## src/rtl/display_scheduler.sv

```systemverilog
// Time-shares one 4-digit hex display among N_SRC requesters: round-robin ownership with a
// minimum hold time and a dark gap between owners. All outputs are registered.
module display_scheduler #(
  parameter int unsigned N_SRC        = 3,
  parameter int unsigned HOLD_CYCLES  = 27_000_000,
  parameter int unsigned BLANK_CYCLES = 270_000
) (
  input  logic                 clk,
  input  logic                 reset_n,
  input  logic [N_SRC-1:0]     req,
  input  logic [16*N_SRC-1:0]  data_in,
  output logic [N_SRC-1:0]     grant,
  output logic [15:0]          data_out,
  output logic                 blank_out,
  output logic                 busy
);

  localparam int unsigned SelW   = $clog2(N_SRC);
  localparam int unsigned HoldW  = $clog2(HOLD_CYCLES + 1);
  localparam int unsigned BlankW = $clog2(BLANK_CYCLES + 1);

  typedef enum logic [1:0] {
    StIdle  = 2'd0,
    StBlank = 2'd1,
    StShow  = 2'd2
  } state_e;

  state_e            state_q;
  logic [SelW-1:0]   sel_q;
  logic [SelW-1:0]   last_q;
  logic [HoldW-1:0]  hold_cnt_q;
  logic [BlankW-1:0] blank_cnt_q;
  logic [N_SRC-1:0]  grant_q;
  logic [15:0]       data_q;
  logic              blank_q;
  logic              busy_q;

  logic              win_valid;
  logic [SelW-1:0]   win_idx;
  logic              others_req;
  logic              blank_done;
  logic              hold_done;

  // Round-robin search starting just after the previous owner.
  always_comb begin
    int unsigned idx;
    idx       = 0;
    win_valid = 1'b0;
    win_idx   = '0;
    for (int unsigned k = 1; k <= N_SRC; k++) begin
      idx = 32'(last_q) + k;
      if (idx >= N_SRC) idx = idx - N_SRC;
      if (!win_valid && req[idx]) begin
        win_valid = 1'b1;
        win_idx   = SelW'(idx);
      end
    end
  end

  // grant_q is onehot(sel_q) while showing, so masking with it isolates the other sources.
  assign others_req = |(req & ~grant_q);
  assign blank_done = (blank_cnt_q == BlankW'(BLANK_CYCLES - 1));
  assign hold_done  = (hold_cnt_q == HoldW'(HOLD_CYCLES));

  always_ff @(posedge clk or negedge reset_n) begin
    if (!reset_n) begin
      state_q     <= StIdle;
      sel_q       <= '0;
      last_q      <= SelW'(N_SRC - 1);
      hold_cnt_q  <= '0;
      blank_cnt_q <= '0;
      grant_q     <= '0;
      data_q      <= 16'h0000;
      blank_q     <= 1'b1;
      busy_q      <= 1'b0;
    end else begin
      unique case (state_q)
        StIdle: begin
          if (|req) begin
            state_q     <= StBlank;
            blank_cnt_q <= '0;
            busy_q      <= 1'b1;
          end
        end
        StBlank: begin
          if (blank_done) begin
            if (win_valid) begin
              state_q    <= StShow;
              sel_q      <= win_idx;
              grant_q    <= N_SRC'(1) << win_idx;
              data_q     <= data_in[16*win_idx +: 16];
              blank_q    <= 1'b0;
              hold_cnt_q <= '0;
            end else begin
              state_q <= StIdle;
              busy_q  <= 1'b0;
            end
          end else begin
            blank_cnt_q <= blank_cnt_q + 1'b1;
          end
        end
        StShow: begin
          data_q <= data_in[16*sel_q +: 16];
          if (!req[sel_q]) begin
            grant_q     <= '0;
            blank_q     <= 1'b1;
            last_q      <= sel_q;
            blank_cnt_q <= '0;
            if (others_req) begin
              state_q <= StBlank;
            end else begin
              state_q <= StIdle;
              busy_q  <= 1'b0;
            end
          end else if (hold_done && others_req) begin
            state_q     <= StBlank;
            grant_q     <= '0;
            blank_q     <= 1'b1;
            last_q      <= sel_q;
            blank_cnt_q <= '0;
          end else if (!hold_done) begin
            hold_cnt_q <= hold_cnt_q + 1'b1;
          end
        end
        default: begin
          state_q <= StIdle;
          grant_q <= '0;
          blank_q <= 1'b1;
          busy_q  <= 1'b0;
        end
      endcase
    end
  end

  assign grant     = grant_q;
  assign data_out  = data_q;
  assign blank_out = blank_q;
  assign busy      = busy_q;

endmodule

```

## config.mk

```make
export PLATFORM = sky130hd
export DESIGN_NAME = display_scheduler
export DESIGN_NICKNAME = d
export VERILOG_FILES = /design/src/rtl/display_scheduler.sv
export SDC_FILE = /design/constraint.sdc
export NUM_CORES = 1
export LEC_CHECK = 0
export CAP_MARGIN = 20
export CORE_ASPECT_RATIO = 1.5
export CORE_MARGIN = 5
export CORE_UTILIZATION = 49
export DETAILED_ROUTE_END_ITERATION = 8
export PLACE_DENSITY = 0.84
export SLEW_MARGIN = 10
export SYNTH_ARGS = -nofsm -noshare
export SYNTH_HDL_FRONTEND = slang
export SYNTH_SLANG_ARGS = --single-unit
```

## constraint.sdc

```tcl
create_clock -name clk -period 2.39 [get_ports clk]
set_input_delay 0.478 -clock clk [delete_from_list [all_inputs] [get_ports clk]]
set_output_delay 0.478 -clock clk [all_outputs]
set_load 0.005 [all_outputs]
```

==> impl_metrics.csv, run 1 <==
group,metric,value,unit
outcome,status,"complete, no violations",
clocking,cts_hold_buffers,0,
synth,syn_nets,527,
worst_setup_path,critPathMaxStageDelay,0.55,ns
global_route,grtUsageTotal,23.3,%
job,drv_cap,0,
worst_setup_path,critical_path.cell_chain,"inv_2 -> ha_4 -> nand3b_1 -> o211a_1 -> o22a_1 -> a21o_4 -> clkbuf_16 -> mux2i_1 -> o221ai_1",
synth,post-synth-top-count-cell,"dfrtp_1",
synth,synth_top_family_by_area,"simple AND/OR/NAND/NOR gates",
placement,pre_cts_slack,-0.300,ns
finish,syn_to_final_growth,33.2,%
synth,ys_seq_area_share,40.4,%
finish,fin_area,5870,um2
placement,gp_congestion,0.881,
worst_setup_path,crit_required,2.60,ns
synth,synth_area_leaders,"dfrtp_1 39%, mux2i_1 4.1%, nor2_1 3.7%, nand2_1 3.6%, o221ai_1 3.2%",
synth,synth_top_area_share,39.2,%
finish,drive_gt1_share,17.7,%
synth,syn_area,4410,um2
drt,ant_nets,0,
pwr,peakVddDrop,0.531,mV
clocking,worstSkewPairLatency,0.34,ns
die,dieArea,11000,um2
worst_setup_path,reg2reg_depth,9,
placement,hpwlAfterDp,9090,um
global_route,grt_pass1_wl,20300,um
timing,slew_viol_final,0,
synth,synth_edf_count,0,
drt,dr.first_iter.drc_count,243,
global_route,overflow,0,
placement,port_buffers,73,
synth,synthFlopType,"dfrtp_1",
die,die_h,126,um
worst_setup_path,rrSetupSlack,0.03,ns
die,ios,74,
timing,clock_skew,0.00899,ns
drt,first_pass_iters,5,
worst_setup_path,slowest_stage,"dfstp_2",
worst_setup_path,critPathTopFamily,"compound AO/OA/AOI/OAI gates",
worst_setup_path,worst_setup_path_end_kind,"flop",
drt,wl_per_cell,18.2,um
timing,min_period_over_period,98.6,%
synth,synth_seq_cells,71,
clocking,clk_pin_slew,0.06,ns
worst_setup_path,worstPathMaxFanout,8,
finish,fillers,671,
global_route,grt_max_degree,52,
timing,worst_slew_pin_slew,0.518,ns
worst_setup_path,timing.critical_path.buf_inv,2,
finish,num_antenna_cells,0,
die,rows,42,
synth,synth_compound_area_share,18.5,%
worst_setup_path,worst-setup-path-type,"reg2reg",
clocking,postCtsSetupBuffers,0,
worst_setup_path,worstReg2RegEnd,"data_out[4]",
pwr,leakagePower,2.59,nW
worst_setup_path,critical_path.startpoint_type,"flop",
clocking,cts_tree,"built",
global_route,antenna_found_initial,0,
timing,setup_violations,0,
synth,synthMuxAreaShare,4.34,%
clocking,h-tree-depth,3,
clocking,clock_sinks,71,
synth,synth_xor_xnor_area_share,5.17,%
timing,slew_headroom,65.4,%
pwr,power_density,561,nW/um2
timing,grt_setup_unrepaired,"true",
die,start_util,49.9,%
drt,wl,12400,um
clocking,cts_made_buffers,9,
synth,ys.warnings.count,0,
timing,hold_violations,0,
worst_setup_path,cp_num_cells,9,
worst_hold_path,min-delay-path-class,"in2async",
clocking,cts-root-buf,"clkbuf_16",
synth,avgSynthCellArea,9.44,um2
timing,timing.final.ws_setup,0.0338,ns
synth,synthArstFlopShare,100,%
synth,syn_inst,467,
placement,place_area,5490,um2
pwr,p_total,3.29,mW
drt,drc_errors,0,
synth,synthTopCellsByCount,"69 x dfrtp_1, 44 x nor2_1, 42 x nand2_1",
finish,fin_util,66.5,%
synth,synthDistinctLibCells,70,
global_route,grt_pass1_vias,4183,
timing,max_freq,424,MHz
die,die_w,87.4,um
drt,num_vias,4071,
drt,via_per_inst,5.98,
synth,synthAdderAreaFrac,1.99,%
clocking,cts_buffer_depth,2,
synth,synth_area_leader_cell,"dfrtp_1",
finish,fin_nets,626,
synth,yosys.area_share.simple,23.8,%
worst_setup_path,rr_startpoint,"last_q[1]",
timing,period_needed,2.36,ns
worst_setup_path,cp.arrival,2.56,ns
die,core-area,8830,um2
-- per-layer routing --
layer	GRT usage [%]	share of wire, %
met1	25.8	36
met2	41.0	56
met3	4.58	3.7
met4	12.0	4.3
met5	0	0
-- worst max-delay path by stage --
stage,start,to,slack [ns]
5_1_grt,blank_cnt_q[16],data_out[7],-0.02
2_1_floorplan,last_q[1],data_out[10],0.02
6_report,last_q[1],data_out[4],0.03
3_5_place_dp,req[2],blank_cnt_q[15],-0.30
3_3_place_gp,req[2],blank_cnt_q[2],-0.23
4_1_cts,last_q[1],data_out[13],0.02
-- logic make-up (layout without fill, tap and decap cells) --
group / Yosys count / count (layout)
xor gates and xnor gates: 26 / 26
DFF: 71 / 71
and+or+nand+nor: 187 / 187
adders and majority gates: 7 / 7
buffers and inverters: 53 / 157
AOI/OAI and AO/OA: 104 / 104
muxes: 19 / 19
-- placed cells by master, fill, tap and decap left out, types with 4 or more instances in the layout --
cell	instances
a211oi_1	4
a21o_1	8
a21oi_1	14
and2_1	5
and3_1	12
buf_12	6
buf_4	32
clkbuf_16	10
clkdlybuf4s50_1	69
dfrtp_1	69
ha_1	5
inv_1	27
mux2i_1	12
mux2i_2	5
nand2_1	42
nand2b_1	6
nand3_1	24
nand3b_1	4
nand4_1	9
nor2_1	44
nor3_1	8
nor4_1	5
nor4_2	6
o21ai_0	23
o21ai_1	8
o221ai_1	14
o31ai_1	5
xnor2_1	15
xor2_1	11
-- flip-flops by register name (all words and copies together) (netlist names) --
register and count:
blank_cnt_q 19, blank_out 1, busy 1, data_out 16
grant 3, hold_cnt_q 25, last_q 2, sel_q 2
state_q 2
-- stage by stage --
stage | instances | hold slack (ns) | TNS, ns
2_1_floorplan | 467 | 0.182 | 0
3_3_place_gp | 664 | 0.463 | -8.57
3_5_place_dp | 664 | 0.468 | -11.39
4_1_cts | 680 | 0.109 | 0
5_1_grt | 681 | 0.134 | -0.0569
6_report | 681 | 0.107 | 0
-- cell type report --
| cell class | instances | area [um2] | share of cell area [%] |
|---|---|---|---|
| clock buffers | 11 | 243 | 4.13 |
| clock inverters | 5 | 33.8 | 0.575 |
| inverters | 29 | 109 | 1.85 |
| multi-input cells | 343 | 2450 | 41.8 |
| flip-flops and latches | 71 | 1780 | 30.3 |
| well taps | 110 | 138 | 2.34 |
| repair buffers | 112 | 1120 | 19.0 |
-- timing repair --
action / CTS / global route
gates cloned: 0 / 1
pin swaps: 0 / 3
resized for setup: 4 / 17
endpoints found under the setup margin: 9 / 34
-- power by group --
group,internal (mW),switching (mW)
clock network,0.728,0.519
logic,0.333,0.272
registers,1.31,0.136
(Power assumes the default switching activity.)
==> run 2: changes to the inputs <==
TNS_END_PERCENT = 1   (was default)
==> impl_metrics.csv, run 2 (synthesis gave the netlist of run 1 again) <==
group,metric,value,unit
outcome,status,"complete, no violations",
die,die_w,87.4,um
timing,grt_setup_unrepaired,"true",
timing,period_needed,2.36,ns
timing,max_freq,423,MHz
timing,clock_skew,0.00899,ns
clocking,cts_tree,"built",
clocking,h-tree-depth,3,
worst_setup_path,worstPathMaxFanout,16,
finish,drive_gt1_share,17.0,%
die,ios,74,
worst_hold_path,min-delay-path-class,"in2async",
finish,layoutNonFillerInstCount,680,
placement,gp_congestion,0.881,
global_route,antenna_found_initial,0,
finish,fin_area,5840,um2
global_route,grtUsageTotal,23.3,%
finish,largest_reg_flops,25,
drt,num_vias,4038,
die,start_util,49.9,%
clocking,cts_made_buffers,9,
timing,slew_viol_final,0,
drt,first_pass_iters,5,
drt,wl,12200,um
clocking,cts_hold_buffers,0,
pwr,leakagePower,2.59,nW
placement,place_area,5490,um2
clocking,clk_pin_slew,0.06,ns
global_route,grt_max_degree,52,
worst_setup_path,worst-setup-path-type,"reg2reg",
placement,place_inst,664,
timing,hold_violations,0,
timing,slew_headroom,65.5,%
finish,layout_common_cells,"69 x dfrtp_1, 69 x clkdlybuf4s50_1, 44 x nor2_1",
clocking,worstSkewPairLatency,0.34,ns
worst_setup_path,cp.arrival,2.57,ns
die,rows,42,
placement,pre_cts_slack,-0.300,ns
job,drv_cap,0,
global_route,grt_pass1_wl,20300,um
clocking,clock_sinks,71,
clocking,postCtsSetupBuffers,0,
worst_setup_path,worst_setup_path_end_kind,"flop",
clocking,cts_buffer_depth,2,
pwr,peakVddDrop,0.538,mV
timing,tns,0,ns
worst_setup_path,rr_startpoint,"last_q[1]",
drt,ant_nets,0,
global_route,overflow,0,
worst_setup_path,reg2reg_depth,9,
timing,timing.final.ws_setup,0.0254,ns
finish,fillers,680,
worst_setup_path,rrSetupSlack,0.03,ns
drt,via_per_inst,5.94,
placement,port_buffers,73,
drt,wl_per_cell,18.0,um
timing,min_period_over_period,98.9,%
pwr,power_density,561,nW/um2
die,core-area,8830,um2
drt,drc_errors,0,
placement,hpwlAfterDp,9090,um
timing,setup_violations,0,
worst_setup_path,crit_required,2.60,ns
global_route,grt_pass1_vias,4183,
clocking,cts-root-buf,"clkbuf_16",
finish,top_register,"hold_cnt_q",
finish,syn_to_final_growth,32.4,%
finish,num_antenna_cells,0,
die,dieArea,11000,um2
worst_setup_path,critical_path.startpoint_type,"flop",
timing,worst_slew_pin_slew,0.517,ns
die,die_h,126,um
drt,dr.first_iter.drc_count,242,
worst_setup_path,worstReg2RegEnd,"data_out[13]",
finish,fin_nets,625,
pwr,p_total,3.27,mW
## run 2: worst max-delay path, cell delays in order, from the launching register on
cell      delay (ns)
dfstp_2         0.54
inv_1           0.08
ha_4            0.30
nand3b_1        0.09
o211a_1         0.25
o22a_1          0.25
a21o_1          0.21
buf_12          0.17
mux2i_2         0.21
o221ai_1        0.13
## run 2: final cells by class
type	count	area, um2	share of cell area [%]
Clock buffer	11	243	4.16
Clock inverter	5	33.8	0.579
Inverter	29	109	1.86
Multi-Input combinational cell	343	2440	41.8
Sequential cell	71	1780	30.5
Tap cell	110	138	2.36
Timing Repair Buffer	111	1090	18.7
## run 2: worst max path at each step
stage | cells after the start | slack, ns | startpoint | end
final | 9 | 0.03 | last_q[1] | data_out[13]
after global routing | 9 | -0.04 | last_q[1] | data_out[15]
after CTS | 9 | 0.02 | last_q[1] | data_out[13]
after detailed placement | 8 | -0.30 | req[2] | blank_cnt_q[15]
after global placement | 8 | -0.23 | req[2] | blank_cnt_q[2]
after floorplan | 11 | 0.02 | last_q[1] | data_out[10]
## run 2: power breakdown
group | switching (mW) | internal (mW)
sequential | 0.134 | 1.31
clock | 0.519 | 0.728
combinational | 0.266 | 0.319
total | 0.919 | 2.35
## run 2: per-stage QoR
step                util [%]  hold slack, ns
detailed placement      62.1           0.468
CTS                     65.4           0.109
global route            66.1           0.134
global placement        62.1           0.463
floorplan                  -           0.182
finish                  66.1           0.110
## run 2: per-layer routing
layer	wire, um	vias up	GRT usage (%)
met5	0	-	0
met4	492	0	12.0
met3	372	38	4.58
met2	6910	105	41.0
met1	4450	2018	25.8
li1	-	1877	-
## run 2: what timing repair did
action	in CTS	in global routing
endpoints found under the setup margin	9	34
pin swaps	0	2
gates resized for setup	4	14
==> run 3: changes to the inputs <==
SKIP_LAST_GASP = 1   (was default)
==> impl_metrics.csv, run 3 (synthesis gave the netlist of run 1 again) <==
group,metric,value,unit
outcome,status,"complete, no violations",
drt,drc_errors,0,
finish,top_register,"hold_cnt_q",
finish,num_antenna_cells,0,
placement,place_inst,664,
pwr,peakVddDrop,0.538,mV
worst_setup_path,worst-setup-path-type,"reg2reg",
finish,fin_nets,625,
clocking,clock_sinks,71,
die,core-area,8830,um2
clocking,cts_made_buffers,9,
timing,period_needed,2.37,ns
drt,first_pass_iters,5,
drt,num_vias,4038,
global_route,grtUsageTotal,23.3,%
global_route,grt_pass1_vias,4183,
pwr,pwr-share-seq,44.0,%
worst_setup_path,critical_path.cell_chain,"inv_1 -> ha_4 -> nand3b_1 -> o211a_1 -> o22a_1 -> a21o_1 -> buf_12 -> mux2i_2 -> o221ai_1",
clocking,cts_buffer_depth,2,
worst_hold_path,min-delay-path-class,"in2async",
worst_setup_path,worstPathMaxFanout,16,
drt,ant_nets,0,
timing,min_period_over_period,99.0,%
die,rows,42,
pwr,p_clk_share,38.2,%
timing,slew_viol_final,0,
global_route,grt_max_degree,52,
die,die_h,126,um
worst_setup_path,critPathMaxStageDelay,0.54,ns
timing,hold_violations,0,
finish,layout_common_cells,"69 x dfrtp_1, 69 x clkdlybuf4s50_1, 44 x nor2_1",
pwr,sw_frac_of_total,28.2,%
pwr,power_density,561,nW/um2
placement,gp_congestion,0.881,
worst_setup_path,timing.critical_path.buf_inv,2,
placement,port_buffers,73,
clocking,worstSkewPairLatency,0.34,ns
timing,worst_slew_pin_slew,0.522,ns
finish,layoutNonFillerInstCount,680,
timing,clock_skew,0.00825,ns
timing,timing.final.ws_setup,0.0246,ns
die,start_util,49.9,%
clocking,postCtsSetupBuffers,0,
drt,via_per_inst,5.94,
die,dieArea,11000,um2
drt,wl_per_cell,18.0,um
die,die_w,87.4,um
finish,fin_area,5840,um2
clocking,cts-root-buf,"clkbuf_16",
finish,largest_reg_flops,25,
worst_setup_path,critPathTopFamily,"compound AO/OA/AOI/OAI gates",
timing,max_freq,423,MHz
job,drv_cap,0,
placement,hpwlAfterDp,9090,um
finish,syn_to_final_growth,32.4,%
drt,dr.first_iter.drc_count,229,
clocking,clk_pin_slew,0.06,ns
drt,wl,12300,um
clocking,cts_tree,"built",
timing,slew_headroom,65.2,%
pwr,leakagePower,2.59,nW
global_route,antenna_found_initial,0,
placement,place_area,5490,um2
worst_setup_path,cp_num_cells,9,
worst_setup_path,reg2reg_depth,9,
global_route,grt_pass1_wl,20300,um
clocking,h-tree-depth,3,
pwr,p_total,3.28,mW
worst_setup_path,slowest_stage,"dfstp_2",
worst_setup_path,critical_path.startpoint_type,"flop",
timing,tns,0,ns
die,ios,74,
global_route,overflow,0,
pwr,internal-power,2.35,mW
timing,setup_violations,0,
pwr,power_frac_comb,17.9,%
placement,pre_cts_slack,-0.300,ns
worst_setup_path,cp.arrival,2.58,ns
worst_setup_path,worst_setup_path_end_kind,"flop",
timing,grt_setup_unrepaired,"true",
pwr,p_sw,923,uW
finish,drive_gt1_share,17.0,%
worst_setup_path,crit_required,2.60,ns
-- run 3: cell counts in the layout (fill, tap and decap cells not counted) --
Identical to the previous run, type by type.
-- run 3: area by class of cell --
cell class,count,area [um2]
clock buffer,11,243
inverter,29,109
multi-input combinational,343,2440
clock inverter,5,33.8
tap,110,138
timing repair buffer,111,1090
sequential,71,1780
fill,680,2990
-- run 3: worst paths after layout --
check	from	slack [ns]	endpoint
min	reset_n	0.11	sel_q[0]
min reg2reg	blank_out	0.48	blank_out
max in group asynchronous	reset_n	1.57	blank_out
max reg2reg	last_q[1]	0.02	data_out[13]
min in group clk	blank_out	0.48	blank_out
max	last_q[1]	0.02	data_out[13]
-- run 3: power by group through the flow --
stage          sequential [mW]  clock [mW]  combinational, mW
3_5_place_dp              1.45           0              0.559
2_1_floorplan             1.39           0              0.343
5_1_grt                   1.46        1.32              0.649
4_1_cts                   1.44        1.27              0.569
6_report                  1.44        1.25              0.585
3_3_place_gp              1.44           0              0.537
-- run 3: per-stage QoR --
stage	hold slack [ns]	utilization, %
2_1_floorplan	0.182	-
3_3_place_gp	0.463	62.1
3_5_place_dp	0.468	62.1
4_1_cts	0.109	65.4
5_1_grt	0.134	66.1
6_report	0.108	66.1
-- run 3: routing by layer --
layer | global-route usage [%] | part of all wire (%) | vias up
met3 | 4.58 | 3.2 | 36
met2 | 41.0 | 56 | 109
met4 | 12.0 | 3.8 | 0
li1 | - | - | 1877
met1 | 25.8 | 37 | 2016
met5 | 0 | 0 | -
-- run 3: repair_timing --
| action | CTS | global route |
|---|---|---|
| endpoints found under the setup margin | 9 | 34 |
| gates resized for setup | 4 | 14 |
| hold buffers | 0 | 0 |
| pin swaps | 0 | 1 |
